`config.mk`:
```
export PLATFORM = sky130hd
export DESIGN_NAME = lsu_mem_ctrl
export DESIGN_NICKNAME = d
export VERILOG_FILES = /design/src/rtl/lsu_mem_ctrl.sv
export SDC_FILE = /design/constraint.sdc
export NUM_CORES = 1
export LEC_CHECK = 0
export ABC_AREA = 1
export BUFFER_PORTS_ARGS = -buffer_cell sky130_fd_sc_hd__clkbuf_2
export CAP_MARGIN = 20
export CORE_ASPECT_RATIO = 0.8
export CORE_MARGIN = 1.5
export CORE_UTILIZATION = 40
export CTS_BUF_LIST = sky130_fd_sc_hd__clkbuf_2 sky130_fd_sc_hd__clkbuf_4 sky130_fd_sc_hd__clkbuf_8
export DETAILED_ROUTE_END_ITERATION = 16
export GPL_TIMING_DRIVEN = 1
export HOLD_SLACK_MARGIN = 0.15
export PLACE_DENSITY = 0.67
export SLEW_MARGIN = 20
export SYNTH_ARGS = -nofsm -noshare
export SYNTH_HDL_FRONTEND = slang
export SYNTH_SLANG_ARGS = --single-unit
```
`constraint.sdc`:
```
create_clock -name clk -period 5.8 [get_ports clk]
set_input_delay 1.16 -clock clk [delete_from_list [all_inputs] [get_ports clk]]
set_output_delay 1.16 -clock clk [all_outputs]
set_load 0.05 [all_outputs]
```
`src/rtl/lsu_mem_ctrl.sv`:
```
// Load/store controller in front of a single-port word RAM: byte/half/word access,
// load extension, read-modify-write for narrow stores. Optional: LSU_ALIGN_CHECK_EN.
module lsu_mem_ctrl #(
    parameter int DATA_WIDTH      = 32,
    parameter int BYTE_ADDR_WIDTH = 32,
    parameter int MEM_ADDR_WIDTH  = 10
) (
    input  logic                       clk,
    input  logic                       reset,
    input  logic                       req_valid,
    output logic                       req_ready,
    input  logic                       req_we,
    input  logic [1:0]                 req_size,
    input  logic                       req_unsigned,
    input  logic [BYTE_ADDR_WIDTH-1:0] req_addr,
    input  logic [DATA_WIDTH-1:0]      req_wdata,
    output logic                       resp_valid,
    input  logic                       resp_ready,
    output logic [DATA_WIDTH-1:0]      resp_rdata,
    output logic                       resp_err,
    output logic [MEM_ADDR_WIDTH-1:0]  mem_addr,
    output logic [DATA_WIDTH-1:0]      mem_data,
    output logic                       mem_we,
    input  logic [DATA_WIDTH-1:0]      mem_q
);

    typedef enum logic [2:0] {IDLE, WR, RD, CAP, RESP} state_t;

    localparam logic [1:0] SZ_BYTE = 2'b00;
    localparam logic [1:0] SZ_HALF = 2'b01;
    localparam logic [1:0] SZ_WORD = 2'b10;

    state_t state, state_nxt;

    logic                  op_we;
    logic                  op_uns;
    logic [1:0]            op_size;
    logic [1:0]            op_lane;
    logic [DATA_WIDTH-1:0] op_wdata;

    logic                      accept;
    logic                      req_err;
    logic [1:0]                req_lane;
    logic [4:0]                shamt;
    logic [DATA_WIDTH-1:0]     q_shift;
    logic [DATA_WIDTH-1:0]     load_data;
    logic [DATA_WIDTH-1:0]     lane_mask;
    logic [DATA_WIDTH-1:0]     merged;

    logic [MEM_ADDR_WIDTH-1:0] mem_addr_nxt;
    logic [DATA_WIDTH-1:0]     mem_data_nxt;
    logic                      mem_we_nxt;
    logic                      resp_valid_nxt;
    logic [DATA_WIDTH-1:0]     resp_rdata_nxt;
    logic                      resp_err_nxt;

    // Address bits above the RAM word range alias onto the same words.
    logic unused_addr_bits;
    assign unused_addr_bits = ^req_addr[BYTE_ADDR_WIDTH-1:MEM_ADDR_WIDTH+2];

    assign req_ready = (state == IDLE) && !reset;
    assign accept    = req_valid && req_ready;

`ifdef LSU_ALIGN_CHECK_EN
    assign req_err = (req_size == 2'b11)
                  || ((req_size == SZ_HALF) && req_addr[0])
                  || ((req_size == SZ_WORD) && (req_addr[1:0] != 2'b00));
`else
    assign req_err = (req_size == 2'b11);
`endif

    // Misaligned low bits are dropped so halves land on lane 0/2 and words on lane 0.
    always_comb begin
        case (req_size)
            SZ_BYTE: req_lane = req_addr[1:0];
            SZ_HALF: req_lane = {req_addr[1], 1'b0};
            default: req_lane = 2'b00;
        endcase
    end

    assign shamt   = {op_lane, 3'b000};
    assign q_shift = mem_q >> shamt;

    always_comb begin
        case (op_size)
            SZ_BYTE: load_data = {{(DATA_WIDTH-8){~op_uns & q_shift[7]}}, q_shift[7:0]};
            SZ_HALF: load_data = {{(DATA_WIDTH-16){~op_uns & q_shift[15]}}, q_shift[15:0]};
            default: load_data = mem_q;
        endcase
    end

    assign lane_mask = ((op_size == SZ_BYTE) ? DATA_WIDTH'(8'hFF) : DATA_WIDTH'(16'hFFFF)) << shamt;
    assign merged    = (mem_q & ~lane_mask) | ((op_wdata << shamt) & lane_mask);

    // NOTE: sequential state uses non-blocking assignments so every register samples
    // pre-edge values; blocking here would create order-dependent simulation races.
    always_ff @(posedge clk) begin
        if (reset) begin
            state      <= IDLE;
            mem_addr   <= '0;
            mem_data   <= '0;
            mem_we     <= 1'b0;
            resp_valid <= 1'b0;
            resp_rdata <= '0;
            resp_err   <= 1'b0;
        end else begin
            state      <= state_nxt;
            mem_addr   <= mem_addr_nxt;
            mem_data   <= mem_data_nxt;
            mem_we     <= mem_we_nxt;
            resp_valid <= resp_valid_nxt;
            resp_rdata <= resp_rdata_nxt;
            resp_err   <= resp_err_nxt;
        end
    end

    // NOTE: the captured request is pure datapath, only read after an accept has
    // loaded it, so it carries no reset and stays a plain enable flop.
    always_ff @(posedge clk) begin
        if (accept) begin
            op_we    <= req_we;
            op_uns   <= req_unsigned;
            op_size  <= req_size;
            op_lane  <= req_lane;
            op_wdata <= req_wdata;
        end
    end

    always_comb begin
        state_nxt = state;
        case (state)
            IDLE: begin
                if (req_valid) begin
                    if (req_err)                          state_nxt = RESP;
                    else if (req_we && req_size == SZ_WORD) state_nxt = WR;
                    else                                  state_nxt = RD;
                end
            end
            RD:   state_nxt = CAP;
            CAP:  state_nxt = op_we ? WR : RESP;
            WR:   state_nxt = RESP;
            RESP: if (resp_ready) state_nxt = IDLE;
            default: state_nxt = IDLE;
        endcase
    end

    // NOTE: every output of this block gets a default first, so no path can infer a latch.
    always_comb begin
        mem_addr_nxt   = mem_addr;
        mem_data_nxt   = mem_data;
        mem_we_nxt     = 1'b0;
        resp_valid_nxt = resp_valid;
        resp_rdata_nxt = resp_rdata;
        resp_err_nxt   = resp_err;
        case (state)
            IDLE: begin
                if (req_valid) begin
                    if (req_err) begin
                        resp_valid_nxt = 1'b1;
                        resp_err_nxt   = 1'b1;
                        resp_rdata_nxt = '0;
                    end else begin
                        mem_addr_nxt = req_addr[MEM_ADDR_WIDTH+1:2];
                        if (req_we && req_size == SZ_WORD) begin
                            mem_we_nxt   = 1'b1;
                            mem_data_nxt = req_wdata;
                        end
                    end
                end
            end
            CAP: begin
                if (op_we) begin
                    mem_we_nxt   = 1'b1;
                    mem_data_nxt = merged;
                end else begin
                    resp_valid_nxt = 1'b1;
                    resp_err_nxt   = 1'b0;
                    resp_rdata_nxt = load_data;
                end
            end
            WR: begin
                resp_valid_nxt = 1'b1;
                resp_err_nxt   = 1'b0;
                resp_rdata_nxt = '0;
            end
            RESP: if (resp_ready) resp_valid_nxt = 1'b0;
            default: ;
        endcase
    end

endmodule

```
# Word level (Yosys, flattened, before mapping)
# Index checks and enable logic that the tools add are counted.
[totals]
out_inout_bits = 78
register_bits = 118
[op_classes]
n_mux = 30
eq_ne = 15
shifts = 3
n_reduce_logical = 15
bitwise = 8
[op_table]
columns = ["cell", "n"]
rows = [
  ["two-way mux 32 bit", 7],
  ["one-hot mux 32 bit (2 select lines)", 2],
  ["one-hot mux 32 bit (3 select lines)", 1],
  ["AND 32 bit", 2],
  ["inverter 32 bit", 1],
  ["OR 32 bit", 1],
  ["<< shifter 16 x 5 -> 32 bit", 1],
  ["<< shifter 32 x 5 -> 32 bit", 1],
  ["right shift 32 x 5 -> 16 bit", 1],
  ["two-way mux 16 bit", 1],
  ["one-hot mux 3 bit (5 select lines)", 1],
  ["two-way mux 3 bit", 4],
  ["!= test 2 bit, second input constant", 6],
  ["AND reduction 5 bit", 2],
  ["two-way mux 1 bit", 9],
  ["== test 3 x 2 -> 1 bit, second input constant", 2],
  ["== test 2 x 1 -> 1 bit, second input constant", 2],
  ["== test 2 bit, second input constant", 2],
  ["logical NOT 2 bit", 2],
  ["one-hot mux 1 bit (4 select lines)", 1],
  ["one-hot mux 2 bit (2 select lines)", 1],
  ["AND reduction 4 bit", 1],
  ["nonzero test 4 bit", 1],
  ["== test 3 x 1 -> 1 bit, second input constant", 1],
  ["14 further kinds", 18],
]

# Logic depth before layout (Yosys ltp)
# Gate-level depths: netlist of run 1.
[depth]
word_depth = 8
mapped_depth = 11
depth_no_buf = 9

# Worst setup path after synthesis of run 1
# No wires, ideal clock.
[synth_path]
kind = "input to register"
from = "in reset"
to = "reg op_lane[0] (enable)"
n_path_buf = 2
setup_ns = 0.455
path_stages = 3
arrival_ns = 3.625
setup_slack_ns = 1.721
path_cell_list = "clkbuf_1 -> clkbuf_1 -> nor3_1"
[synth_between]
elab_chain_cells = 3
[synth_lines]
columns = ["element", "line_no", "rtl"]
rows = [
  ["start, declared", "9", "input logic reset,"],
  ["logical NOT 1 bit", "61", "assign req_ready = (state == IDLE) && !reset;"],
  ["logical AND 1 bit", "61", ""],
  ["logical AND 1 bit", "62", "assign accept = req_valid && req_ready;"],
  ["named net accept", "41", "logic accept;"],
  ["end signal, assigned", "124", "op_lane <= req_lane;"],
  ["end, declared", "38", "logic [1:0] op_lane;"],
]
# The timed path passes the listed nets, and every way through them passes these cells.
# A chain may end at the register's enable or synchronous reset.

# Final worst setup path of run 1
[layout_path]
from = "in reset"
to = "out req_ready"
[layout_between]
elab_chain_cells = 2
[layout_lines]
columns = ["element", "line_no", "rtl"]
rows = [
  ["logical NOT 1 bit", "61", ""],
  ["logical AND 1 bit", "61", ""],
  ["end, declared", "11", "output logic req_ready,"],
]
# Every way passes these cells.

==> reports/metrics.json, run 1 <==
{
  "die-height_um": 109,
  "finalSetupTns_ns": 0,
  "timing.hold.worst_path_depth": 2,
  "final_cell_count_no_fill": 1094,
  "synth_edf_count": 30,
  "critPathBufInv": 2,
  "cts_tree": "done",
  "gp_congestion": 0.934,
  "post-cts-setup-buffers": 0,
  "p_leak_nw": 3.05,
  "worstPathMaxFanout": 42,
  "route.vias.total": 5549,
  "reg2reg_depth": 7,
  "fin_nets": 1013,
  "worstHoldPathType": "register to register",
  "routed.top_layer": "met4",
  "die_w_um": 136,
  "max_freq_mhz": 297,
  "initial_utilization_pct": 41.3,
  "slew-limit-headroom_pct": 30.8,
  "netlist_area_um2": 5640,
  "path_common_cell": "sky130_fd_sc_hd__clkbuf_2",
  "hpwl_mm": 12.8,
  "met1Wirelength_mm": 8.23,
  "clk_transition_reported_paths_ns": 0.12,
  "cts.sinks": 110,
  "vdd_drop_max_v": 0.000333,
  "grt_start_max_net_pins": 53,
  "detailed_route_iter0_violations": 436,
  "synth-seq-cells": 110,
  "hold_buffer_count_at_cts": 0,
  "ant_nets": 0,
  "mean_cell_area_of_the_mapped_netlist_um2": 7.22,
  "post_synth_inst_count": 781,
  "ios": 182,
  "syn2layout_area_growth_pct": 16.9,
  "synth_nets": 885,
  "worstSkewPairLatency_ns": 0.40,
  "critPathTopFamily": "buffers and inverters",
  "antenna_cells_inserted": 0,
  "power_density_nw_per_um2": 324,
  "rsz0062_at_grt": "no",
  "timing.final.hold_violations": 0,
  "postLayoutCoreUtil_pct": 48.3,
  "drcViolationCount": 0,
  "finalWorstPathRequiredPeriod_ns": 3.37,
  "core.rowCount": 38,
  "synth.largest_area_cell": "sky130_fd_sc_hd__dfxtp_1",
  "core_region_area_um2": 13600,
  "crit_required_ns": 4.64,
  "crit_cells": 3,
  "critPathSlowestCell": "sky130_fd_sc_hd__clkbuf_2",
  "timing.critical_path.to_type": "primary output",
  "number_of_buffers_created_by_cts": 9,
  "report.final.setup_viol": 0,
  "grt_remaining_overflow": 0,
  "async_flop_share_pct": 0,
  "grt_use_total_pct": 23.7,
  "layout_worst_path_cycle_share_pct": 58.1,
  "synth_ff_type": "sky130_fd_sc_hd__dfxtp_1",
  "critical_path.cell_chain": "clkbuf_2 -> nor2_1 -> clkbuf_2",
  "timing_worst_slew_pin_value_ns": 1.04,
  "numPlacedInstances": 1078,
  "initial_antenna_violation_count": 0,
  "met3WireLength_mm": 1.63,
  "slew_violations": 0,
  "post_synth_cell_types": 35,
  "yosys_warning_count": 0,
  "setup.worst_path.class": "input pin to primary output",
  "ys_top_cells_by_area": "sky130_fd_sc_hd__dfxtp_1 (28%), sky130_fd_sc_hd__edfxtp_1 (16%), sky130_fd_sc_hd__nand2_1 (15%), sky130_fd_sc_hd__nor2_1 (7.2%), sky130_fd_sc_hd__o21ai_0 (7.1%)",
  "worstSetupStartpointType": "input pin",
  "fin_worst_skew_ns": 0.0180,
  "timing.max_cap.violations": 0,
  "post_detailed_route_via_to_cell_ratio": 5.07,
  "timing.critical_path.arrival_ns": 2.21,
  "status": "completed",
  "grt_pass1_vias": 5099,
  "ctsHtreeMaxLevel": 3,
  "worst_path_largest_cell_delay_ns": 0.67,
  "final_layout_size_suffix_gt1_share_pct": 23.4,
  "synth_top_cell_area_share_pct": 28.4,
  "wl_mm": 17.3,
  "ctsRootBufferMaster": "sky130_fd_sc_hd__clkbuf_8",
  "cts_resized": 0,
  "routedWlPerCell_um": 15.8,
  "timing.hold.ws_ns": 0.470,
  "floorplan.die_area_um2": 14800,
  "grt_first_pass_wirelength_mm": 26.8,
  "clk_path_buf_depth": 2,
  "placement.io_buffers": 161,
  "wl_met2_mm": 7.18,
  "seq_area_frac_synth_pct": 44.4,
  "drt_pass1_iterations": 5
}
[kinds of logic (layout without fill, tap and decap cells)]
family | Yosys count | count (layout) | synth area share (%)
muxes | 2 | 2 | 0.355
DFF | 110 | 110 | 44.4
buffers and inverters | 97 | 230 | 9.10
and+or+nand+nor | 384 | 384 | 28.2
AOI/OAI and AO/OA | 188 | 188 | 18.0
[worst min-delay path, stage by stage (launching register included)]
cell	delay, ns
sky130_fd_sc_hd__dfxtp_1	0.33
sky130_fd_sc_hd__nand2_1	0.06
sky130_fd_sc_hd__a21oi_1	0.05
[synthesized netlist by cell type, types with 2 or more instances]
cell type / instances
sky130_fd_sc_hd__dfxtp_1: 80
sky130_fd_sc_hd__mux2i_1: 2
sky130_fd_sc_hd__nand4_1: 3
sky130_fd_sc_hd__inv_1: 42
sky130_fd_sc_hd__nor2_4: 3
sky130_fd_sc_hd__buf_6: 13
sky130_fd_sc_hd__o21ai_0: 80
sky130_fd_sc_hd__inv_2: 6
sky130_fd_sc_hd__nor2_2: 2
sky130_fd_sc_hd__a21oi_4: 2
sky130_fd_sc_hd__a21oi_2: 3
sky130_fd_sc_hd__nand2_1: 228
sky130_fd_sc_hd__edfxtp_1: 30
sky130_fd_sc_hd__nand2_2: 7
sky130_fd_sc_hd__o22ai_1: 3
sky130_fd_sc_hd__nor2_1: 108
sky130_fd_sc_hd__inv_4: 2
sky130_fd_sc_hd__o211ai_1: 4
sky130_fd_sc_hd__o21ai_2: 2
sky130_fd_sc_hd__clkbuf_1: 14
sky130_fd_sc_hd__buf_4: 9
sky130_fd_sc_hd__a21oi_1: 71
sky130_fd_sc_hd__nand3_4: 2
sky130_fd_sc_hd__buf_2: 10
sky130_fd_sc_hd__o21ai_1: 20
sky130_fd_sc_hd__nand3_1: 26
[through the flow]
| stage | power (mW) | setup slack [ns] | instance area, µm² |
|---|---|---|---|
| after floorplan | 1.51 | 1.72 | 5640 |
| after global placement | 1.65 | 2.42 | 6370 |
| after detailed placement | 1.65 | 2.44 | 6370 |
| after CTS | 2.14 | 2.43 | 6590 |
| after global routing | 2.26 | 2.36 | 6590 |
| final | 2.14 | 2.43 | 6590 |
[final timing paths]
path | start | to | slack, ns
max | reset | req_ready | 2.43
min | resp_rdata[7] | resp_rdata[7] | 0.47
max reg2reg | op_lane[0] | mem_data[21] | 3.08
min reg2reg | resp_rdata[7] | resp_rdata[7] | 0.47
[area by class of cell]
type	count	area, µm²
timing repair buffer	163	821
clock buffer	9	124
sequential	110	2500
fill	1392	7050
clock inverter	7	96.3
multi-input combinational	574	2630
inverter	51	196
tap	180	225
[flip-flops by register name, indices dropped and copies added (netlist names)]
name and cells:
mem_addr 10, mem_data 32, mem_we 1, op_lane 2, op_size 2, op_uns 1
op_wdata 24, op_we 1, resp_err 1, resp_rdata 32, resp_valid 1, state 3
[per-layer routing]
layer / GRT usage (%) / vias up
met2: 34.9 / 244
met1: 33.4 / 2488
met4: 5.91 / 0
li1: - / 2797
met3: 7.67 / 20
met5: 0 / -
[layout by cell type, fill, tap and decap left out, types with 3 or more instances in the layout]
cell type,netlist,layout
sky130_fd_sc_hd__nand2_1,228,228
sky130_fd_sc_hd__clkbuf_2,0,161
sky130_fd_sc_hd__nor2_1,108,108
sky130_fd_sc_hd__o21ai_0,80,80
sky130_fd_sc_hd__dfxtp_1,80,80
sky130_fd_sc_hd__a21oi_1,71,71
sky130_fd_sc_hd__inv_1,42,41
sky130_fd_sc_hd__edfxtp_1,30,30
sky130_fd_sc_hd__nand3_1,26,26
sky130_fd_sc_hd__o21ai_1,20,20
sky130_fd_sc_hd__clkbuf_8,0,9
sky130_fd_sc_hd__inv_2,6,7
sky130_fd_sc_hd__nand2_2,7,7
sky130_fd_sc_hd__o211ai_1,4,4
sky130_fd_sc_hd__nor2_4,3,3
sky130_fd_sc_hd__nand4_1,3,3
sky130_fd_sc_hd__a21oi_2,3,3
sky130_fd_sc_hd__o22ai_1,3,3
sky130_fd_sc_hd__clkinv_8,0,3
[power by group]
group          internal, mW  leakage, nW  switching (mW)
Combinational         0.169         2.02           0.531
Sequential            0.878        0.927          0.0649
Clock                 0.180        0.109           0.314
Total                  1.23         3.05           0.910
(Power assumes the default switching activity.)
==> inputs of run 2 (changes only) <==
- clock period: 5.8 -> 3.5 ns (I/O delays scaled with it)
==> run 2 against run 1 <==
Sequential cell count stayed put. Hold slack worse by 0.00060 ns. Via count is 0.23% lower. Design area is 0.63% higher. First-iteration DRC count is 0.46% higher. Sequential power is 63% higher. Cell count is 0.55% higher. Highest routed layer unchanged.
==> reports/metrics.json, run 2 (synthesis results as in run 1) <==
{
  "max_freq_mhz": 422,
  "final_cell_mix": {"value": "sky130_fd_sc_hd__nand2_1 (228), sky130_fd_sc_hd__clkbuf_2 (161), sky130_fd_sc_hd__nor2_1 (108), sky130_fd_sc_hd__o21ai_0 (80), sky130_fd_sc_hd__dfxtp_1 (80)", "change": "unchanged"},
  "top_regs": {"value": "mem_data x32, resp_rdata x32, op_wdata x24", "change": "unchanged"},
  "globalRouteMet3Util": {"value": 6.18, "unit": "%", "change": "was 7.67%"},
  "worstSetupStartpointType": {"value": "register", "change": "was input pin"},
  "grt_use_met2": {"value": 35.0, "unit": "%", "change": "was 34.9%"},
  "routedWlPerCell": {"value": 15.2, "unit": "µm", "change": "was 15.8 µm"},
  "drcViolationCount": {"value": 0, "change": "unchanged"},
  "core_region_area": {"value": 13600, "unit": "µm²", "change": "unchanged"},
  "setup.worst_path.class": {"value": "register to register", "change": "was input pin to primary output"},
  "ios": {"value": 182, "change": "unchanged"},
  "slew-limit-headroom": {"value": 53.0, "unit": "%", "change": "was 30.8%"},
  "cts_resized": {"value": 0, "change": "unchanged"},
  "crit_required": {"value": 3.82, "unit": "ns", "change": "was 4.64 ns"},
  "die_w": {"value": 136, "unit": "µm", "change": "unchanged"},
  "worstSkewPairLatency": {"value": 0.39, "unit": "ns", "change": "was 0.40 ns"},
  "critical_path.cell_chain": {"value": "inv_2 -> nand3_4 -> inv_4 -> nand2_2 -> inv_1 -> nand3_1 -> a21oi_1", "change": "was clkbuf_2 -> nor2_1 -> clkbuf_2"},
  "mostFrequentLayoutCell": {"value": "sky130_fd_sc_hd__nand2_1", "change": "unchanged"},
  "final_layout_size_suffix_gt1_share": {"value": 23.8, "unit": "%", "change": "was 23.4%"},
  "status": {"value": "completed", "change": "unchanged"},
  "clk_transition_reported_paths": {"value": 0.11, "unit": "ns", "change": "was 0.12 ns"},
  "finalWorstPathRequiredPeriod_ns": 2.37,
  "core.rowCount": {"value": 38, "change": "unchanged"},
  "drt_pass1_iterations": {"value": 5, "change": "unchanged"},
  "cts_tree": {"value": "done", "change": "unchanged"},
  "worstHoldPathType": {"value": "register to register", "change": "unchanged"},
  "hold_buffer_count_at_cts": {"value": 0, "change": "unchanged"},
  "gp_congestion": {"value": 0.912, "change": "was 0.934"},
  "timing.critical_path.to_type": {"value": "register", "change": "was primary output"},
  "fin_worst_skew": {"value": 0.0168, "unit": "ns", "change": "was 0.0180 ns"},
  "initial_antenna_violation_count": {"value": 0, "change": "unchanged"},
  "min-delay-start": {"value": "resp_rdata[6]", "change": "was resp_rdata[7]"},
  "crit-reg2reg-capture": {"value": "resp_rdata[3]", "change": "was mem_data[21]"},
  "timing.max_cap.violations": {"value": 0, "change": "unchanged"},
  "layout_worst_path_cycle_share_pct": 67.7,
  "power_density": {"value": 537, "unit": "nW/µm²", "change": "was 324 nW/µm²"},
  "timing.hold.worst_path_depth": {"value": 2, "change": "unchanged"},
  "post_detailed_route_via_to_cell_ratio": {"value": 5.03, "change": "was 5.07"},
  "syn2layout_area_growth": {"value": 17.7, "unit": "%", "change": "was 16.9%"},
  "hpwl": {"value": 12.6, "unit": "mm", "change": "was 12.8 mm"},
  "placement.io_buffers": {"value": 161, "change": "unchanged"},
  "postLayoutCoreUtil": {"value": 48.6, "unit": "%", "change": "was 48.3%"},
  "worstPathMaxFanout": {"value": 39, "change": "was 42"},
  "vdd_drop_max": {"value": 0.000754, "unit": "V", "change": "was 0.000333 V"},
  "grt_use_total": {"value": 22.8, "unit": "%", "change": "was 23.7%"},
  "floorplan.die_area": {"value": 14800, "unit": "µm²", "change": "unchanged"},
  "gr_peak_layer": {"value": "met2", "change": "unchanged"},
  "grt_first_pass_wirelength": {"value": 25.9, "unit": "mm", "change": "was 26.8 mm"},
  "timing_worst_slew_pin_value": {"value": 0.704, "unit": "ns", "change": "was 1.04 ns"},
  "wl": {"value": 16.8, "unit": "mm", "change": "was 17.3 mm"},
  "cts.sinks": {"value": 110, "change": "unchanged"},
  "critPathSlowestCell": {"value": "sky130_fd_sc_hd__inv_1", "change": "was sky130_fd_sc_hd__clkbuf_2"},
  "reg2reg_depth": {"value": 7, "change": "unchanged"},
  "grt.met1_usage": {"value": 32.3, "unit": "%", "change": "was 33.4%"},
  "ctsRootBufferMaster": {"value": "sky130_fd_sc_hd__clkbuf_8", "change": "unchanged"},
  "timing.critical_path.arrival": {"value": 2.69, "unit": "ns", "change": "was 2.21 ns"},
  "initial_utilization": {"value": 41.3, "unit": "%", "change": "unchanged"},
  "route.vias.total": {"value": 5536, "change": "was 5549"},
  "ant_nets": {"value": 0, "change": "unchanged"},
  "number_of_buffers_created_by_cts": {"value": 9, "change": "unchanged"},
  "fin_nets": {"value": 1019, "change": "was 1013"},
  "timing.final.hold_violations": {"value": 0, "change": "unchanged"},
  "die-height": {"value": 109, "unit": "µm", "change": "unchanged"},
  "timing.hold.worst_endpoint": {"value": "resp_rdata[6]", "change": "was resp_rdata[7]"},
  "grt_pass1_vias": {"value": 4990, "change": "was 5099"},
  "report.final.setup_viol": {"value": 0, "change": "unchanged"},
  "worst_path_largest_cell_delay": {"value": 0.45, "unit": "ns", "change": "was 0.67 ns"},
  "rsz0062_at_grt": {"value": "no", "change": "unchanged"},
  "p_leak": {"value": 3.09, "unit": "nW", "change": "was 3.05 nW"},
  "clk_path_buf_depth": {"value": 2, "change": "unchanged"},
  "rr_startpoint": {"value": "state[2]", "change": "was op_lane[0]"},
  "grt_start_max_net_pins": {"value": 42, "change": "was 53"},
  "slew_violations": {"value": 0, "change": "unchanged"},
  "ctsHtreeMaxLevel": {"value": 3, "change": "unchanged"},
  "regToRegSetupSlack": {"value": 1.13, "unit": "ns", "change": "was 3.08 ns"},
  "post-cts-setup-buffers": {"value": 0, "change": "unchanged"},
  "antenna_cells_inserted": {"value": 0, "change": "unchanged"},
  "grt_remaining_overflow": {"value": 0, "change": "unchanged"},
  "finalSetupTns": {"value": 0, "unit": "ns", "change": "unchanged"},
  "detailed_route_iter0_violations": {"value": 438, "change": "was 436"}
}
-- run 2: critical path, delay by kind of cell (launching register included) --
family | cells | cell delay [ns]
buffers and inverters | 3 | 0.94
and+or+nand+nor | 3 | 0.81
DFF | 1 | 0.37
AOI/OAI and AO/OA | 1 | 0.15
-- run 2: power breakdown --
group | switching, mW | internal, mW | leakage (nW) | total (mW)
clock network | 0.482 | 0.351 | 0.110 | 0.832
logic | 0.898 | 0.291 | 2.05 | 1.19
registers | 0.0862 | 1.46 | 0.927 | 1.54
total | 1.47 | 2.10 | 3.09 | 3.56
-- run 2: metal layers --
metal	wire length, µm	up-vias
met4	95	0
met2	7100	229
met1	7980	2491
met3	1590	8
met5	0	-
li1	-	2808
-- run 2: worst max path at each step --
stage                    end  depth (start not counted)  startpoint  slack (ns)
2_1_floorplan     op_lane[0]                          3       reset        0.81
3_3_place_gp   resp_rdata[3]                          7    state[2]        1.20
3_5_place_dp   resp_rdata[6]                          7    state[2]        1.19
4_1_cts        resp_rdata[6]                          7    state[2]        1.16
5_1_grt        resp_rdata[4]                          7    state[2]        0.88
6_report       resp_rdata[3]                          7    state[2]        1.13
-- run 2: area by class of cell --
cell class / count / area (µm²)
Clock inverter: 7 / 86.3
Tap cell: 180 / 225
Fill cell: 1408 / 7010
Inverter: 51 / 196
Clock buffer: 9 / 124
Timing Repair Buffer: 169 / 866
Sequential cell: 110 / 2500
Multi-Input combinational cell: 574 / 2630
-- run 2: through the flow --
stage | hold WS (ns) | instance area (µm²) | power, mW | worst slack [ns] | cells
after detailed placement | 0.455 | 6420 | 2.75 | 1.19 | 1084
after floorplan | 0.578 | 5640 | 2.50 | 0.812 | 781
final | 0.469 | 6630 | 3.56 | 1.13 | 1100
after global routing | 0.479 | 6630 | 3.75 | 0.877 | 1100
after global placement | 0.452 | 6420 | 2.74 | 1.20 | 1084
after CTS | 0.470 | 6630 | 3.57 | 1.16 | 1100
==> inputs of run 3 (changes only) <==
- ABC_AREA: 1 -> 0
- PLACE_DENSITY: 0.67 -> 0.69
- clock period: 3.5 -> 2.2 ns (I/O delays scaled with it)
==> run 3 against run 2 <==
Non-clock buffer count grew 28. Die area is 13% lower. Clock skew is 0.0065 ns lower. Via count decreased by 14%. Utilization rose by 4.9 points. Maximum frequency rose by 14%. Sequential power rose by 33%. Largest cell class unchanged. Highest routed layer unchanged.
==> reports/metrics.json, run 3 <==
{
  "netlist_area": {"value": 4880, "unit": "µm²", "change": "was 5640 µm²"},
  "grt_first_pass_wirelength": {"value": 23.6, "unit": "mm", "change": "was 25.9 mm"},
  "async_flop_share": {"value": 0, "unit": "%", "change": "unchanged"},
  "timing.final.hold_violations": {"value": 0, "change": "unchanged"},
  "hpwl": {"value": 11.7, "unit": "mm", "change": "was 12.6 mm"},
  "clk_path_buf_depth": {"value": 2, "change": "unchanged"},
  "synth_ff_type": {"value": "sky130_fd_sc_hd__dfxtp_1", "change": "unchanged"},
  "regToRegSetupSlack": {"value": 0.13, "unit": "ns", "change": "was 1.13 ns"},
  "hold_buffer_count_at_cts": {"value": 0, "change": "unchanged"},
  "fin_worst_skew": {"value": 0.0103, "unit": "ns", "change": "was 0.0168 ns"},
  "antenna_cells_inserted": {"value": 0, "change": "unchanged"},
  "post_synth_inst_count": {"value": 504, "change": "was 781"},
  "post_synth_most_frequent_cells": {"value": "sky130_fd_sc_hd__dfxtp_1 (80), sky130_fd_sc_hd__nand2_1 (47), sky130_fd_sc_hd__mux2i_1 (43), sky130_fd_sc_hd__a21oi_1 (34), sky130_fd_sc_hd__inv_1 (33)", "change": "was sky130_fd_sc_hd__nand2_1 (228), sky130_fd_sc_hd__nor2_1 (108), sky130_fd_sc_hd__dfxtp_1 (80), sky130_fd_sc_hd__o21ai_0 (80), sky130_fd_sc_hd__a21oi_1 (71)"},
  "p_leak": {"value": 2.75, "unit": "nW", "change": "was 3.09 nW"},
  "top_regs": {"value": "mem_data x32, resp_rdata x32, op_wdata x16", "change": "was mem_data x32, resp_rdata x32, op_wdata x24"},
  "power_density": {"value": 676, "unit": "nW/µm²", "change": "was 537 nW/µm²"},
  "report.final.setup_viol": {"value": 0, "change": "unchanged"},
  "ios": {"value": 182, "change": "unchanged"},
  "yosys_warning_count": {"value": 0, "change": "unchanged"},
  "syn2layout_area_growth": {"value": 28.2, "unit": "%", "change": "was 17.7%"},
  "clk_transition_reported_paths": {"value": 0.10, "unit": "ns", "change": "was 0.11 ns"},
  "worstSkewPairLatency": {"value": 0.37, "unit": "ns", "change": "was 0.39 ns"},
  "final_cell_mix": {"value": "sky130_fd_sc_hd__clkbuf_2 (161), sky130_fd_sc_hd__dfxtp_1 (80), sky130_fd_sc_hd__nand2_1 (47), sky130_fd_sc_hd__mux2i_1 (43), sky130_fd_sc_hd__a21oi_1 (34)", "change": "was sky130_fd_sc_hd__nand2_1 (228), sky130_fd_sc_hd__clkbuf_2 (161), sky130_fd_sc_hd__nor2_1 (108), sky130_fd_sc_hd__o21ai_0 (80), sky130_fd_sc_hd__dfxtp_1 (80)"},
  "slew-limit-headroom": {"value": 41.1, "unit": "%", "change": "was 53.0%"},
  "status": {"value": "completed", "change": "unchanged"},
  "die-height": {"value": 102, "unit": "µm", "change": "was 109 µm"},
  "final_cell_count_no_fill": {"value": 820, "change": "was 1100"},
  "yosysMostFrequentCell": {"value": "sky130_fd_sc_hd__dfxtp_1", "change": "was sky130_fd_sc_hd__nand2_1"},
  "grt_start_max_net_pins": {"value": 42, "change": "unchanged"},
  "die_w": {"value": 126, "unit": "µm", "change": "was 136 µm"},
  "wl": {"value": 15.3, "unit": "mm", "change": "was 16.8 mm"},
  "post_synth_cell_types": {"value": 54, "change": "was 35"},
  "core.rowCount": {"value": 35, "change": "was 38"},
  "detailed_route_iter0_violations": {"value": 376, "change": "was 438"},
  "postLayoutCoreUtil": {"value": 53.5, "unit": "%", "change": "was 48.6%"},
  "cts.sinks": {"value": 102, "change": "was 110"},
  "finalWorstPathRequiredPeriod": {"value": 2.07, "unit": "ns", "change": "was 2.37 ns"},
  "fin_nets": {"value": 771, "change": "was 1019"},
  "worstPathMaxFanout": {"value": 23, "change": "was 39"},
  "mean_cell_area_of_the_mapped_netlist": {"value": 9.68, "unit": "µm²", "change": "was 7.22 µm²"},
  "numPlacedInstances": {"value": 800, "change": "was 1084"},
  "timing.critical_path.arrival": {"value": 2.38, "unit": "ns", "change": "was 2.69 ns"},
  "placement.io_buffers": {"value": 161, "change": "unchanged"},
  "final_layout_size_suffix_gt1_share": {"value": 34.8, "unit": "%", "change": "was 23.8%"},
  "initial_antenna_violation_count": {"value": 0, "change": "unchanged"},
  "floorplan.die_area": {"value": 12900, "unit": "µm²", "change": "was 14800 µm²"},
  "synth.largest_area_cell": {"value": "sky130_fd_sc_hd__dfxtp_1", "change": "unchanged"},
  "worstHoldPathType": {"value": "input pin to register", "change": "was register to register"},
  "core_region_area": {"value": 11700, "unit": "µm²", "change": "was 13600 µm²"},
  "route.vias.total": {"value": 4750, "change": "was 5536"},
  "grt_pass1_vias": {"value": 4310, "change": "was 4990"},
  "rsz0062_at_grt": {"value": "no", "change": "unchanged"},
  "synth_top_cell_area_share": {"value": 32.8, "unit": "%", "change": "was 28.4%"},
  "setup.worst_path.class": {"value": "register to register", "change": "unchanged"},
  "synth_nets": {"value": 608, "change": "was 885"},
  "fillers": {"value": 1086, "change": "was 1408"},
  "drt_pass1_iterations": {"value": 5, "change": "unchanged"},
  "vdd_drop_max": {"value": 0.000312, "unit": "V", "change": "was 0.000754 V"},
  "drcViolationCount": {"value": 0, "change": "unchanged"},
  "worstSetupStartpointType": {"value": "register", "change": "unchanged"},
  "grt_remaining_overflow": {"value": 0, "change": "unchanged"},
  "routedWlPerCell": {"value": 18.7, "unit": "µm", "change": "was 15.2 µm"},
  "max_freq": {"value": 483, "unit": "MHz", "change": "was 422 MHz"},
  "ctsRootBufferMaster": {"value": "sky130_fd_sc_hd__clkbuf_8", "change": "unchanged"},
  "cts_tree": {"value": "done", "change": "unchanged"},
  "slew_violations": {"value": 0, "change": "unchanged"},
  "crit_required": {"value": 2.51, "unit": "ns", "change": "was 3.82 ns"},
  "timing_worst_slew_pin_value": {"value": 0.883, "unit": "ns", "change": "was 0.704 ns"},
  "synth_edf_count": {"value": 22, "change": "was 30"},
  "ant_nets": {"value": 0, "change": "unchanged"},
  "mostFrequentLayoutCell": {"value": "sky130_fd_sc_hd__clkbuf_2", "change": "was sky130_fd_sc_hd__nand2_1"},
  "initial_utilization": {"value": 41.7, "unit": "%", "change": "was 41.3%"},
  "post_detailed_route_via_to_cell_ratio": {"value": 5.79, "change": "was 5.03"},
  "ys_top_cells_by_area": {"value": "sky130_fd_sc_hd__dfxtp_1 (33%), sky130_fd_sc_hd__edfxtp_1 (14%), sky130_fd_sc_hd__mux2i_1 (8.8%), sky130_fd_sc_hd__a221oi_1 (4.1%), sky130_fd_sc_hd__nand2_1 (3.6%)", "change": "was sky130_fd_sc_hd__dfxtp_1 (28%), sky130_fd_sc_hd__edfxtp_1 (16%), sky130_fd_sc_hd__nand2_1 (15%), sky130_fd_sc_hd__nor2_1 (7.2%), sky130_fd_sc_hd__o21ai_0 (7.1%)"},
  "timing.critical_path.to_type": {"value": "register", "change": "unchanged"},
  "seq_area_frac_synth": {"value": 46.4, "unit": "%", "change": "was 44.4%"},
  "timing.max_cap.violations": {"value": 0, "change": "unchanged"},
  "synth-seq-cells": {"value": 102, "change": "was 110"},
  "number_of_buffers_created_by_cts": {"value": 9, "change": "unchanged"},
  "ctsHtreeMaxLevel": {"value": 3, "change": "unchanged"},
  "grt_use_total": {"value": 23.7, "unit": "%", "change": "was 22.8%"},
  "layout_worst_path_cycle_share": {"value": 94.1, "unit": "%", "change": "was 67.7%"},
  "gp_congestion": {"value": 0.854, "change": "was 0.912"}
}
## run 3: final timing paths
| kind | start | depth (start not counted) | to |
|---|---|---|---|
| setup / recovery | state[2] | 5 | resp_rdata[12] |
| hold reg to reg | resp_rdata[4] | 2 | resp_rdata[4] |
| setup reg to reg | state[2] | 5 | resp_rdata[12] |
| hold / removal | req_wdata[3] | 1 | op_wdata[3] |
## run 3: layout make-up
class / instances / area (µm²) / area share, %
sequential: 102 / 2260 / 36.2
clock inverter: 7 / 103 / 1.64
tap: 148 / 185 / 2.96
multi-input combinational: 324 / 2340 / 37.4
clock buffer: 9 / 124 / 1.98
inverter: 33 / 124 / 1.98
timing repair buffer: 197 / 1120 / 17.9
## run 3: logic make-up (layout without fill, tap and decap cells)
logic type             Yosys count  count (layout)  share of synthesized area [%]
AO/OA/AOI/OAI                  159             159                           25.5
AND/OR/NAND/NOR                121             121                           12.1
multiplexers                    44              44                           9.28
buffers and inverters           78             246                           6.74
flip-flops                     102             102                           46.4
## run 3: worst max-delay path, cell delays in order (launching register included)
cell and delay [ns]:
sky130_fd_sc_hd__dfxtp_1 0.35, sky130_fd_sc_hd__buf_4 0.17, sky130_fd_sc_hd__and3b_1 0.34, sky130_fd_sc_hd__and3_1 0.78
sky130_fd_sc_hd__a22oi_1 0.24, sky130_fd_sc_hd__nand3_1 0.13
## run 3: per-layer routing
layer | global-route usage, % | vias to the layer above | part of all wire [%]
met2 | 37.9 | 229 | 45
met4 | 3.63 | 0 | 0.66
met3 | 5.65 | 20 | 8.1
met5 | 0 | - | 0
li1 | - | 2245 | -
met1 | 33.4 | 2256 | 46
## run 3: power breakdown
group          internal (mW)  switching [mW]  total (mW)  leakage (nW)
Combinational          0.283           0.554       0.837          1.79
Sequential              1.99          0.0556        2.05         0.852
Clock                  0.655           0.685        1.34         0.111
Total                   2.93            1.29        4.23          2.75
## run 3: timing repair
action / 4_1_cts / 5_1_grt
buffers inserted: 0 / 3
endpoints found under the setup margin: 0 / 11
gates resized for setup: 0 / 1
## run 3: metrics by stage
step           total power [mW]  setup TNS, ns  area (µm²)  hold slack (ns)  setup WS, ns
6_report                   4.23              0        6250            0.256         0.130
5_1_grt                    4.41              0        6250            0.240        0.0174
4_1_cts                    4.24              0        6220            0.237        0.0189
3_5_place_dp               2.91        -0.0618        5990            0.431       -0.0433
3_3_place_gp               2.90              0        5990            0.428        0.0407
2_1_floorplan              2.61              0        4900            0.539         0.120
